[src/rtl/axi_pkg.sv]
// -----------------------------------------------------------------------------
// axi_pkg
// Shared AXI definitions for the memory bridges.
//   RESP_OKAY / RESP_SLVERR : AXI response codes driven on RRESP/BRESP.
//   membr_state_e           : 3-bit state encoding of the AXI-Lite memory
//                             bridge FSM. Reusable by any future bridge.
// -----------------------------------------------------------------------------
package axi_pkg;

  localparam logic [1:0] RESP_OKAY   = 2'b00;
  localparam logic [1:0] RESP_SLVERR = 2'b10;

  typedef enum logic [2:0] {
    MEMBR_IDLE       = 3'd0,
    MEMBR_WR_COLLECT = 3'd1,
    MEMBR_RD_MEM     = 3'd2,
    MEMBR_WR_MEM     = 3'd3,
    MEMBR_RD_RESP    = 3'd4,
    MEMBR_WR_RESP    = 3'd5
  } membr_state_e;

endpackage

[src/rtl/axi_lite_mem_bridge.sv]
// -----------------------------------------------------------------------------
// axi_lite_mem_bridge
// AXI4-Lite slave to word-addressed request/ready memory bus. One transaction
// is in flight at a time; reads win only when the bridge is idle.
//
// Parameters
//   BASE_ADDR : byte address subtracted from AXI addresses (wrapping).
//   DEPTH     : memory size in 32-bit words (power of two, >= 2).
//   AW        : memory word-address width, derived from DEPTH.
// Ports
//   clk_i, rst_i                  : clock, synchronous active-high reset.
//   s_ar*, s_r*                   : AXI read address / read data channels.
//   s_aw*, s_w*, s_b*             : AXI write address / data / response.
//   mem_req_o .. mem_wstrb_o      : memory request, held until mem_ready_i.
//   mem_rdata_i, mem_ready_i      : memory completion and read data.
//
// Handshake rule: every channel transfers on a rising edge where valid and
// ready are both high; a raised valid (ours) is held, with stable payload,
// until that edge.
//
// Configuration macro: AXI_MEM_RANGE_CHECK_EN. When defined, accesses whose
// offset is >= 4*DEPTH skip the memory and respond SLVERR (read data 0).
// When undefined the offset is truncated to AW bits and always OKAY.
//
// The FSM state is held in state_q (membr_state_e) for checker binding.
// -----------------------------------------------------------------------------
module axi_lite_mem_bridge
  import axi_pkg::*;
#(
  parameter logic [31:0] BASE_ADDR = 32'h0000_0000,
  parameter int          DEPTH     = 1024,
  parameter int          AW        = $clog2(DEPTH)
) (
  input  logic          clk_i,
  input  logic          rst_i,
  input  logic          s_arvalid_i,
  output logic          s_arready_o,
  input  logic [31:0]   s_araddr_i,
  output logic          s_rvalid_o,
  input  logic          s_rready_i,
  output logic [31:0]   s_rdata_o,
  output logic [1:0]    s_rresp_o,
  input  logic          s_awvalid_i,
  output logic          s_awready_o,
  input  logic [31:0]   s_awaddr_i,
  input  logic          s_wvalid_i,
  output logic          s_wready_o,
  input  logic [31:0]   s_wdata_i,
  input  logic [3:0]    s_wstrb_i,
  output logic          s_bvalid_o,
  input  logic          s_bready_i,
  output logic [1:0]    s_bresp_o,
  output logic          mem_req_o,
  output logic          mem_we_o,
  output logic [AW-1:0] mem_addr_o,
  output logic [31:0]   mem_wdata_o,
  output logic [3:0]    mem_wstrb_o,
  input  logic [31:0]   mem_rdata_i,
  input  logic          mem_ready_i
);

  membr_state_e state_q, state_d;

  logic [31:0] ar_q, aw_q, w_data_q, rdata_q;
  logic [3:0]  w_strb_q;
  logic        aw_have, w_have;
  logic [1:0]  resp_q;

  logic ar_hs, aw_hs, w_hs;
  logic wr_go;    // both write halves present (captured or arriving now)
  logic rd_skip;  // read bypasses memory (out of range)
  logic wr_skip;  // write bypasses memory (out of range)

  logic [31:0] ar_off, aw_off;

  assign ar_off = ar_q - BASE_ADDR;
  assign aw_off = aw_q - BASE_ADDR;

  // Offset bits that never reach the memory address.
  logic unused_off_bits;
  assign unused_off_bits = ^{ar_off[31:AW+2], ar_off[1:0],
                             aw_off[31:AW+2], aw_off[1:0]};

  // Ready outputs are forced low while reset is asserted.
  assign s_arready_o = !rst_i && (state_q == MEMBR_IDLE);
  assign s_awready_o = !rst_i && ((state_q == MEMBR_IDLE && !s_arvalid_i) ||
                                  (state_q == MEMBR_WR_COLLECT && !aw_have));
  assign s_wready_o  = !rst_i && ((state_q == MEMBR_IDLE && !s_arvalid_i) ||
                                  (state_q == MEMBR_WR_COLLECT && !w_have));

  assign ar_hs = s_arvalid_i && s_arready_o;
  assign aw_hs = s_awvalid_i && s_awready_o;
  assign w_hs  = s_wvalid_i  && s_wready_o;

  // Going on the arriving handshake (not the registered flag) keeps the
  // memory phase one cycle after the later of the AW/W handshakes.
  assign wr_go = (state_q == MEMBR_IDLE || state_q == MEMBR_WR_COLLECT) &&
                 (aw_have || aw_hs) && (w_have || w_hs);

`ifdef AXI_MEM_RANGE_CHECK_EN
  logic [31:0] rd_off_new, wr_off_new;
  assign rd_off_new = s_araddr_i - BASE_ADDR;
  assign wr_off_new = (aw_hs ? s_awaddr_i : aw_q) - BASE_ADDR;
  assign rd_skip    = ar_hs && (rd_off_new >= (32'(DEPTH) << 2));
  assign wr_skip    = wr_go && (wr_off_new >= (32'(DEPTH) << 2));
`else
  assign rd_skip = 1'b0;
  assign wr_skip = 1'b0;
`endif

  always_comb begin
    state_d = state_q;
    case (state_q)
      MEMBR_IDLE: begin
        if (ar_hs)               state_d = rd_skip ? MEMBR_RD_RESP : MEMBR_RD_MEM;
        else if (wr_go)          state_d = wr_skip ? MEMBR_WR_RESP : MEMBR_WR_MEM;
        else if (aw_hs || w_hs)  state_d = MEMBR_WR_COLLECT;
      end
      MEMBR_WR_COLLECT: if (wr_go) state_d = wr_skip ? MEMBR_WR_RESP : MEMBR_WR_MEM;
      MEMBR_RD_MEM:     if (mem_ready_i) state_d = MEMBR_RD_RESP;
      MEMBR_WR_MEM:     if (mem_ready_i) state_d = MEMBR_WR_RESP;
      MEMBR_RD_RESP:    if (s_rready_i)  state_d = MEMBR_IDLE;
      MEMBR_WR_RESP:    if (s_bready_i)  state_d = MEMBR_IDLE;
      default:          state_d = MEMBR_IDLE;
    endcase
  end

  always_ff @(posedge clk_i) begin
    if (rst_i) begin
      state_q  <= MEMBR_IDLE;
      ar_q     <= '0;
      aw_q     <= '0;
      w_data_q <= '0;
      w_strb_q <= '0;
      aw_have  <= 1'b0;
      w_have   <= 1'b0;
      rdata_q  <= '0;
      resp_q   <= RESP_OKAY;
    end else begin
      state_q <= state_d;
      if (ar_hs) ar_q <= s_araddr_i;
      if (aw_hs) begin
        aw_q    <= s_awaddr_i;
        aw_have <= 1'b1;
      end
      if (w_hs) begin
        w_data_q <= s_wdata_i;
        w_strb_q <= s_wstrb_i;
        w_have   <= 1'b1;
      end
      if (state_q == MEMBR_RD_MEM && mem_ready_i) begin
        rdata_q <= mem_rdata_i;
        resp_q  <= RESP_OKAY;
      end
      if (state_q == MEMBR_WR_MEM && mem_ready_i) resp_q <= RESP_OKAY;
      if (rd_skip) begin
        rdata_q <= '0;
        resp_q  <= RESP_SLVERR;
      end
      if (wr_skip) resp_q <= RESP_SLVERR;
      if (state_q == MEMBR_WR_RESP && s_bready_i) begin
        aw_have <= 1'b0;
        w_have  <= 1'b0;
      end
    end
  end

  assign mem_req_o   = !rst_i && (state_q == MEMBR_RD_MEM || state_q == MEMBR_WR_MEM);
  assign mem_we_o    = !rst_i && (state_q == MEMBR_WR_MEM);
  assign mem_addr_o  = !mem_req_o ? '0 :
                       (state_q == MEMBR_RD_MEM) ? ar_off[AW+1:2] : aw_off[AW+1:2];
  assign mem_wdata_o = mem_we_o ? w_data_q : '0;
  assign mem_wstrb_o = mem_we_o ? w_strb_q : '0;

  assign s_rvalid_o  = !rst_i && (state_q == MEMBR_RD_RESP);
  assign s_rdata_o   = s_rvalid_o ? rdata_q : '0;
  assign s_rresp_o   = s_rvalid_o ? resp_q  : '0;
  assign s_bvalid_o  = !rst_i && (state_q == MEMBR_WR_RESP);
  assign s_bresp_o   = s_bvalid_o ? resp_q  : '0;

endmodule

[config.mk]
export PLATFORM = sky130hd
export DESIGN_NAME = axi_lite_mem_bridge
export DESIGN_NICKNAME = d
export VERILOG_FILES = /design/src/rtl/axi_pkg.sv /design/src/rtl/axi_lite_mem_bridge.sv
export SDC_FILE = /design/constraint.sdc
export NUM_CORES = 1
export LEC_CHECK = 0
export ABC_CLOCK_PERIOD_IN_PS = 1900
export BUFFER_PORTS_ARGS = -buffer_cell sky130_fd_sc_hd__buf_2
export CAP_MARGIN = 40
export CORE_ASPECT_RATIO = 0.5
export CORE_MARGIN = 5
export CORE_UTILIZATION = 44
export DETAILED_ROUTE_END_ITERATION = 8
export PLACE_DENSITY = 0.8
export SETUP_SLACK_MARGIN = 0.1
export SLEW_MARGIN = 20
export SYNTH_ARGS = -nofsm -noshare
export SYNTH_HDL_FRONTEND = slang
export SYNTH_SLANG_ARGS = --single-unit
[constraint.sdc]
create_clock -name clk_i -period 1.9 [get_ports clk_i]
set_clock_uncertainty 0.15 [all_clocks]
set_input_delay 0.38 -clock clk_i [delete_from_list [all_inputs] [get_ports clk_i]]
set_output_delay 0.38 -clock clk_i [all_outputs]
set_load 0.01 [all_outputs]
Word-level counts from Yosys, hierarchy flattened --
Cells that the tools add are included.
Storage, ports and cells: flip-flop bits (word level) 97, input port bits 140, output and inout bits 89, word-level logic and storage cells 64
Operators by class: equality and inequality tests 11, multiplexer cells 14, reductions and logical operators 31
Operators by type and width (count):
- two-way mux 32 bit | 2
- two-way mux 3 bit | 8
- two-way mux 10 bit | 2
- case mux 3 bit (6 select lines) | 1
- logical AND 1 bit | 17
- inequality test 2 bit, second input constant | 5
- logical OR 1 bit | 7
- equality test 3 x 2 -> 1 bit, second input constant | 2
- equality test 3 bit, second input constant | 2
- AND reduction 6 bit | 1
- logical NOT 1 bit | 4
- two-way mux 4 bit | 1
- inequality test 4 x 3 -> 1 bit, second input constant | 1
- equality test 3 x 1 -> 1 bit, second input constant | 1
- logical NOT 3 bit | 1
- OR reduction 2 bit | 1

Depth between registers and ports, before layout --
Gate-level depths: netlist of run 1.
word-level depth 11, gate-level depth with buffers 7, gate-level depth less buffers 4

Worst setup path before layout of run 1 --
Ideal clock, no wire load.
kind flip-flop to output port, start register state_q[2], end output port s_rdata_o[22], arrival 1.310 ns, required time 1.370 ns, setup slack 0.060 ns, stages on the path, launching flop included 7, path buffers 2, cell sequence dfxtp_1 -> buf_6 -> inv_2 -> or3_4 -> nor2_4 -> buf_6 -> and2_1
On the way: longest elaborated chain between the ends 3
Ends and longest elaborated chain:
- from (decl) | line axi_lite_mem_bridge.sv:62 | membr_state_e state_q, state_d;
- from (signal assigned) | line axi_lite_mem_bridge.sv:140 | state_q <= state_d;
- equality test 3 bit | line axi_lite_mem_bridge.sv:175 | assign s_rvalid_o = !rst_i && (state_q == MEMBR_RD_RESP);
- logical AND 1 bit | line axi_lite_mem_bridge.sv:175
- net s_rvalid_o | line axi_lite_mem_bridge.sv:39 | output logic s_rvalid_o,
- two-way mux 32 bit | line axi_lite_mem_bridge.sv:176 | assign s_rdata_o = s_rvalid_o ? rdata_q : '0;
- to (decl) | line axi_lite_mem_bridge.sv:41 | output logic [31:0] s_rdata_o,
The timed path passes the listed nets, and every way through them passes these cells.

Worst setup path in the final report of run 1 --
start register state_q[2], end output port s_rdata_o[1]
On the way: longest elaborated chain between the ends 3
Ends and longest elaborated chain (line):
- equality test 3 bit | axi_lite_mem_bridge.sv:175
- logical AND 1 bit | axi_lite_mem_bridge.sv:175
- two-way mux 32 bit | axi_lite_mem_bridge.sv:176
Every way passes these cells.

==> impl_summary.md, run 1 <==
Setup path
Traced cell by cell, the critical path runs through inv_2 > or3_4 > nor2_4 > buf_12 > clkbuf_16 > and2_1 > buf_2. The worst setup path is launched from a register. The worst setup path is captured at a primary output. The endpoint of the worst-slack reg-to-reg timing path is w_data_q[23]$_SDFFE_PP0P_. The startpoint identified for the worst register-to-register timing path is state_q[2]$_SDFFE_PP0P_. Measured in cells, the most critical reg-to-reg path has a length of 9.

The classification of the worst setup path is reg2out. The signal arrival time at the worst endpoint is 1.74 ns. The slowest stage of the critical path is the sky130_fd_sc_hd__dfxtp_4 cell. The delay of the slowest cell on the worst path is 0.36 ns. In this run the register-to-register setup slack is -0.13 ns.

The worst endpoint required time is 1.37 ns. In this run the worst path has a maximum fanout of 7.

Logic synthesis
In this run the cell area of the synthesized design comes to 4090 µm². The number of instances in the synthesized netlist is 534. Of the synthesized area, sequential elements account for 0.455. The synthesized design contains 93 register bits. The number of different library cells used by synthesis comes to 34. The mean post-synth cell area is 7.66 µm².

Yosys printed 0 warnings.

Place
The number of input and output port buffers inserted is 180. The global placement routability congestion is 0.785. The HPWL after detailed placement is 7.74 mm.

The cell area reported after detailed placement is 5130 µm².

Outcome
The run finished, with violations left. The checks that failed: setup timing.

Pwr
Across the VDD grid, the largest voltage drop is 0.581 mV. The ratio of total power to cell area is 736 nW/µm². Summed over all cells, the static leakage comes to 0.00301 µW.

STA
Counting I/O delays and the setup requirement, the final critical path takes 2.27 ns. The final worst-path cycle share is 1.20. Based on the critical path, the design can be clocked at up to 440 MHz. The count of endpoints failing setup in the final report is 114.

The final-report max-slew violation count is 0. The final-report hold violation count came to 0. The final setup TNS is -26.68 ns.

Setup repair after global routing could not meet its margin everywhere. After layout, the worst setup slack is -0.374 ns.

Cells and area
The top cell types in the final layout, fill and taps aside, are sky130_fd_sc_hd__nand2_1, sky130_fd_sc_hd__buf_2, sky130_fd_sc_hd__dfxtp_1, sky130_fd_sc_hd__buf_6, sky130_fd_sc_hd__and2_4. The repair_antennas step left the layout with diodes totalling 0. In the final layout, the share of cells above drive strength 1 is 0.491. After filler insertion, the fill cell instance count of the layout stands at 568. The final layout contains 876 nets.

The most frequent standard cell in the layout excluding fill and tap cells is sky130_fd_sc_hd__nand2_1. The final instance area is 6820 µm². The synthesis-to-finish area growth is 66.8%.

Min path
The start point of the worst hold path is s_araddr_i[4]. The worst min-delay path class is in2reg. The worst hold path passes through 3 cells.

The path with the worst hold slack has its endpoint at ar_q[4]$_SDFFE_PP0P_.

Detailed routing
In this run the remaining antenna-violating nets after routing total 0. In the final routed layout, each cell accounts on average for 17.9 µm. The first detailed-routing pass ran for 4 iterations. The routed design uses 7.93 mm of met2 wire. The final layout contains routed wiring with a total length of 15.4 mm. Detailed routing placed a total of 1.14 mm of wire on met3. The number of vias per cell is 5.22. The highest metal layer carrying signal wires in the routed design is met4. The met1 layer wirelength in the final routing is 5.79 mm. The total vias in the final route is 4481. In this run, the number of DRC markers left after iteration 0 of detailed routing was 263. In the routed design, unresolved DRC markers number 0.

Die
During I/O placement, the number of pins put on the boundary was 229. The initialized floorplan defines 24 standard-cell rows. The core area is 8890 µm². The height of the chip is 78.2 µm. The die width is 146 µm. The die covers 11400 µm². The initial standard-cell utilization of the core is 0.460.

Clocking
The TritonCTS clock tree is done. The number of clock sinks is 93. The clock insertion delay at the later pin of the skew report is 0.33 ns. The number of clock buffers added by TritonCTS is 9. The root buffer cell chosen for the clock tree is sky130_fd_sc_hd__clkbuf_16. For this design, the CTS-stage hold fixing added 0 buffers. The longest clock path from root to sink contains 2 buffers.

The clock-pin slew reported for the worst setup and hold paths after clock tree synthesis is 0.07 ns. In this run the number of H-tree levels came out at 3.

Global route
For this run the aggregate overflow at the end of global routing stands at 0. The initial antenna violation count is 0. Across every metal layer, demand over resource in global routing totals 0.197. The number of global-route vias before repair is 3875. The maximum number of pins on one net before global-route repair is 59.

The first global-routing pass estimated 18.7 mm of wire.

Run
The tool flagged a number of max-cap violations equal to 0.
## power by group
part	switching (µW)	total (µW)	leakage [µW]	internal (µW)
combinational	443	840	0.00209	397
sequential	100	2200	0.000760	2100
clock	759	1990	0.000162	1230
total	1300	5020	0.00301	3720
## cells by family after synthesis
| group | share of synthesized area |
|---|---|
| AOI/OAI and AO/OA | 0.118 |
| muxes | 0.0269 |
| buffers and inverters | 0.0762 |
| other | 0.000917 |
| DFF | 0.455 |
| and+or+nand+nor | 0.323 |
## cells in the mapped netlist
cell type	instances	area, µm²
sky130_fd_sc_hd__a21oi_1	34	170
sky130_fd_sc_hd__a221oi_1	1	8.76
sky130_fd_sc_hd__a311oi_1	1	8.76
sky130_fd_sc_hd__a311oi_2	1	15.0
sky130_fd_sc_hd__a31oi_1	2	12.5
sky130_fd_sc_hd__and2_1	70	438
sky130_fd_sc_hd__and4_1	1	8.76
sky130_fd_sc_hd__buf_1	1	3.75
sky130_fd_sc_hd__buf_2	6	30.0
sky130_fd_sc_hd__buf_4	16	120
sky130_fd_sc_hd__buf_6	4	45.0
sky130_fd_sc_hd__clkbuf_1	16	60.1
sky130_fd_sc_hd__conb_1	1	3.75
sky130_fd_sc_hd__dfxtp_1	93	1860
sky130_fd_sc_hd__inv_1	13	48.8
sky130_fd_sc_hd__inv_2	1	3.75
sky130_fd_sc_hd__mux2i_1	11	110
sky130_fd_sc_hd__nand2_1	164	616
sky130_fd_sc_hd__nand2b_1	1	6.26
sky130_fd_sc_hd__nand3_1	20	100
sky130_fd_sc_hd__nand4_1	1	6.26
sky130_fd_sc_hd__nor2_1	17	63.8
sky130_fd_sc_hd__nor2_2	1	6.26
sky130_fd_sc_hd__nor2_4	1	11.3
sky130_fd_sc_hd__nor2b_1	1	6.26
sky130_fd_sc_hd__nor3_1	1	5.00
sky130_fd_sc_hd__nor3_4	1	16.3
sky130_fd_sc_hd__nor3b_2	1	12.5
sky130_fd_sc_hd__nor4_2	1	12.5
sky130_fd_sc_hd__o211ai_1	1	7.51
sky130_fd_sc_hd__o21a_1	2	15.0
sky130_fd_sc_hd__o21ai_0	47	235
sky130_fd_sc_hd__o311a_1	1	10.0
sky130_fd_sc_hd__or3_4	1	11.3
## how the worst max path moves through the flow
stage / start / to / slack (ns) / cells after the start
floorplan: state_q[2]$_SDFFE_PP0P_ / s_rdata_o[22] / 0.11 / 6
global placement: rst_i / s_rdata_o[21] / -0.14 / 6
detailed placement: rst_i / s_rdata_o[21] / -0.14 / 6
CTS: state_q[2]$_SDFFE_PP0P_ / s_rdata_o[21] / -0.33 / 6
global route: state_q[2]$_SDFFE_PP0P_ / s_rdata_o[9] / -0.43 / 7
finish: state_q[2]$_SDFFE_PP0P_ / s_rdata_o[1] / -0.37 / 7
## per-stage QoR
step	worst slack [ns]	hold WS [ns]	util	std cells	total power, µW
2_1_floorplan	0.106	0.281	-	537	2560
3_3_place_gp	-0.139	0.287	0.577	810	2760
3_5_place_dp	-0.136	0.293	0.577	810	2780
4_1_cts	-0.326	0.0727	0.653	837	4790
5_1_grt	-0.428	0.0823	0.768	858	5220
6_report	-0.374	0.0801	0.768	858	5020
## critical path, delay by kind of cell, from the launching register on
kind	cells	cell delay, ns
AND/OR/NAND/NOR	3	0.59
buffers and inverters	4	0.45
flip-flops	1	0.36
## layer usage
metal  track usage  vias up
met4        0.0600        0
li1              -     2119
met1         0.227     2095
met5             0        -
met3        0.0575       42
met2         0.358      225
## repair_timing
action | 4_1_cts | 5_1_grt
pin swaps | 7 | 55
gates resized for setup | 36 | 200
gates cloned | 3 | 17
endpoints found under the setup margin | 85 | 145
setup buffers | 10 | 5
## registers in the layout, indices dropped and copies added (netlist names)
signal,count
state_q,3
w_data_q,32
w_strb_q,4
aw_q,10
rdata_q,32
w_have,1
aw_have,1
ar_q,10
## area by class of cell
| cell class | instances | area (µm²) | share of cell area |
|---|---|---|---|
| well taps | 117 | 146 | 0.0215 |
| clock buffers | 11 | 253 | 0.0370 |
| clock inverters | 5 | 81.3 | 0.0119 |
| flip-flops and latches | 93 | 1870 | 0.274 |
| inverters | 14 | 52.6 | 0.00770 |
| repair buffers | 230 | 2150 | 0.314 |
| multi-input cells | 388 | 2280 | 0.334 |
(Power assumes the default switching activity.)
==> run 2: changes to the inputs <==
--- a/config.mk
+++ b/config.mk
@@ -8,12 +8,10 @@
 export ABC_CLOCK_PERIOD_IN_PS = 1900
 export BUFFER_PORTS_ARGS = -buffer_cell sky130_fd_sc_hd__buf_2
 export CAP_MARGIN = 40
-export CORE_ASPECT_RATIO = 0.5
 export CORE_MARGIN = 5
 export CORE_UTILIZATION = 44
 export DETAILED_ROUTE_END_ITERATION = 8
 export PLACE_DENSITY = 0.8
-export SETUP_SLACK_MARGIN = 0.1
 export SLEW_MARGIN = 20
 export SYNTH_ARGS = -nofsm -noshare
 export SYNTH_HDL_FRONTEND = slang
==> run 2 against run 1 <==
Effect of this change: the run still ends with setup timing left; cell count fell by 2.9%; combinational power shrank 22%; non-clock buffer count shrank 18; die area down 1.0%; largest cell class unchanged; largest power group unchanged.
==> impl_summary.md, run 2 (synthesis results as in run 1) <==
Global route
The number of global-route vias before repair was 3989 (was 3875). The first-pass GRT wire length is 17.3 mm (was 18.7 mm). The maximum number of pins on one net before global-route repair is 41 (was 59). The total overflow reported by the global router is 0 (unchanged). The initial antenna violation count is 0 (unchanged). The global router's overall resource usage is 0.185 (was 0.197).

STA
RSZ-0062 raised after global routing: true (unchanged). The final-report hold violation count is 0 (unchanged). The final worst setup slack is -0.332 ns (was -0.374 ns). The final worst-path cycle share came to 1.17 (was 1.20). The timing-limited maximum frequency is 448 MHz (was 440 MHz). The final setup TNS was -22.06 ns (was -26.68 ns). The count of endpoints failing setup in the final report is 83 (was 114). The smallest hold slack is 0.0636 ns (was 0.0801 ns). The final-report max-slew violation count is 0 (unchanged). The time the worst path needs with I/O delays and setup is 2.23 ns (was 2.27 ns).

Die
The number of top-level design ports is 229 (unchanged). The die width is 106 µm (was 146 µm). The core area is 9150 µm² (was 8890 µm²). The site row count is 35 (was 24). The die footprint is 11300 µm² (was 11400 µm²). The height of the chip is 106 µm (was 78.2 µm). The initial standard-cell utilization of the core is 0.447 (was 0.460).

Cells and area
The number of fill cells in the layout was 806 (was 568). The net count reported at finish is 857 (was 876). The synthesis-to-finish area growth is 35.6% (was 66.8%). The most frequent standard cell in the layout excluding fill and tap cells is sky130_fd_sc_hd__buf_2 (was sky130_fd_sc_hd__nand2_1). The final core utilization was 0.606 (was 0.768). The antenna cell count was 0 (unchanged). The final instance area came to 5550 µm² (was 6820 µm²).

The share of final-layout standard cells stronger than drive strength 1 is 0.343 (was 0.491). Most frequent cells in the layout: sky130_fd_sc_hd__buf_2, sky130_fd_sc_hd__nand2_1, sky130_fd_sc_hd__dfxtp_1, sky130_fd_sc_hd__and2_1, sky130_fd_sc_hd__o21ai_0 (was sky130_fd_sc_hd__nand2_1, sky130_fd_sc_hd__buf_2, sky130_fd_sc_hd__dfxtp_1, sky130_fd_sc_hd__buf_6, sky130_fd_sc_hd__and2_4). Biggest regs: rdata_q: 32 flops, w_data_q: 32 flops (unchanged).

Pwr
The part of the total power dissipated in combinational logic was 0.158 (was 0.167). The ratio of total power to cell area is 746 nW/µm² (was 736 nW/µm²). The internal portion of total power was 3050 µW (was 3720 µW).

The net switching power was 1080 µW (was 1300 µW). The switching share of power is 0.262 (was 0.259). The clock share of power is 0.318 (was 0.396). The leakage power total is 0.00259 µW (was 0.00301 µW). The peak ir drop on the vdd network is 0.393 mV (was 0.581 mV). The sequential cell fraction of total power is 0.524 (was 0.437).

Setup path
The signal arrival time at the worst endpoint is 1.70 ns (was 1.74 ns). The worst endpoint required time is 1.37 ns (about the same). The startpoint type of the worst setup path is a register (unchanged). The kind of end point of the critical path is a primary output (unchanged). The top fanout value on the critical path is 26 (was 7). The classification of the worst setup path is reg2out (unchanged).

Clocking
The largest buffer count on any clock path is 2 (unchanged). The TritonCTS clock tree is done (unchanged). The H-tree depth reported by CTS is 3 (unchanged). The number of clock sinks is 93 (unchanged). The clock insertion delay at the later pin of the skew report is 0.34 ns (was 0.33 ns).

The hold-fix buffer count after cts was 0 (unchanged). The total clock buffers created by CTS is 9 (unchanged). The clock-pin slew reported for the worst setup and hold paths after clock tree synthesis is 0.09 ns (was 0.07 ns).

The root buffer cell is sky130_fd_sc_hd__clkbuf_8 (was sky130_fd_sc_hd__clkbuf_16).

Detailed routing
The average routed wire per standard cell is 13.0 µm (was 17.9 µm). The number of nets still failing antenna checks after routing is 0 (unchanged). The total vias in the final route is 4017 (was 4481). The number of optimization iterations in the first detailed-route pass is 4 (unchanged). The total wirelength of the detailed-routed design was 10.8 mm (was 15.4 mm).

The number of vias per cell is 4.82 (was 5.22). The final routed DRC violation total came to 0 (unchanged). The starting DRC count in detailed routing is 159 (was 263).

Outcome
Failing checks: setup timing (unchanged). Run status: finished, violations left (unchanged).

Place
The number of input and output port buffers inserted is 180 (unchanged). The setup slack at placement came to -0.0554 ns (was -0.136 ns). The total half-perimeter wirelength after legalization and detailed placement came to 7.82 mm (was 7.74 mm).

The global placement routability congestion is 0.783 (was 0.785). The cell area reported after detailed placement is 5130 µm² (about the same).

Min path
The worst min-delay path class is in2reg (unchanged).

Run
The reported max-cap violation count is 0 (unchanged).
[run 2: repair_timing]
item                                    4_1_cts  5_1_grt
gates cloned                                  1        1
setup buffers                                 3        7
endpoints found under the setup margin       85       85
pin swaps                                     3        5
resized for setup                            20       13
[run 2: per-stage QoR]
stage	total power [µW]	cells
2_1_floorplan	2560	537
3_3_place_gp	2760	806
3_5_place_dp	2790	806
4_1_cts	4160	826
5_1_grt	4370	833
6_report	4140	833
[run 2: cell type report]
type / instances / area (µm²) / area share
Tap cell: 111 / 139 / 0.0250
Inverter: 14 / 52.6 / 0.00947
Clock inverter: 5 / 58.8 / 0.0106
Sequential cell: 93 / 1870 / 0.337
Multi-Input combinational cell: 387 / 1990 / 0.358
Clock buffer: 11 / 141 / 0.0255
Timing Repair Buffer: 212 / 1300 / 0.234
[run 2: final timing paths]
check | startpoint | endpoint | slack [ns] | cells past startpoint
worst max register to register | state_q[1]$_SDFFE_PP0P_ | w_data_q[16]$_SDFFE_PP0P_ | 0.10 | 7
worst max-delay path | state_q[2]$_SDFFE_PP0P_ | s_rdata_o[19] | -0.33 | 6
worst min-delay path | s_araddr_i[8] | ar_q[8]$_SDFFE_PP0P_ | 0.06 | 3
worst min register to register | rdata_q[10]$_SDFFE_PP0P_ | rdata_q[10]$_SDFFE_PP0P_ | 0.31 | 2
[run 2: critical path, cell delays in order (launching register included)]
cell and delay, ns:
sky130_fd_sc_hd__dfxtp_2 0.36, sky130_fd_sc_hd__inv_2 0.04, sky130_fd_sc_hd__or3_4 0.40, sky130_fd_sc_hd__nor2_4 0.12, sky130_fd_sc_hd__buf_12 0.16, sky130_fd_sc_hd__and2_1 0.14
sky130_fd_sc_hd__buf_2 0.13
[run 2: power groups by stage]
| stage | registers [µW] | clock network, µW | logic [µW] |
|---|---|---|---|
| finish | 2170 | 1320 | 655 |
| global route | 2190 | 1450 | 733 |
| CTS | 2160 | 1370 | 621 |
| detailed placement | 2210 | 0 | 587 |
| global placement | 2200 | 0 | 567 |
| floorplan | 2180 | 0 | 372 |
[run 2: per-layer routing]
layer / part of all wire / up-vias / wire [µm] / GRT usage
met5: 0 / - / 0 / 0
met4: 0.013 / 0 / 142 / 0.0685
met3: 0.066 / 13 / 721 / 0.0401
met2: 0.51 / 128 / 5580 / 0.342
met1: 0.41 / 1818 / 4400 / 0.206
li1: - / 2058 / - / -
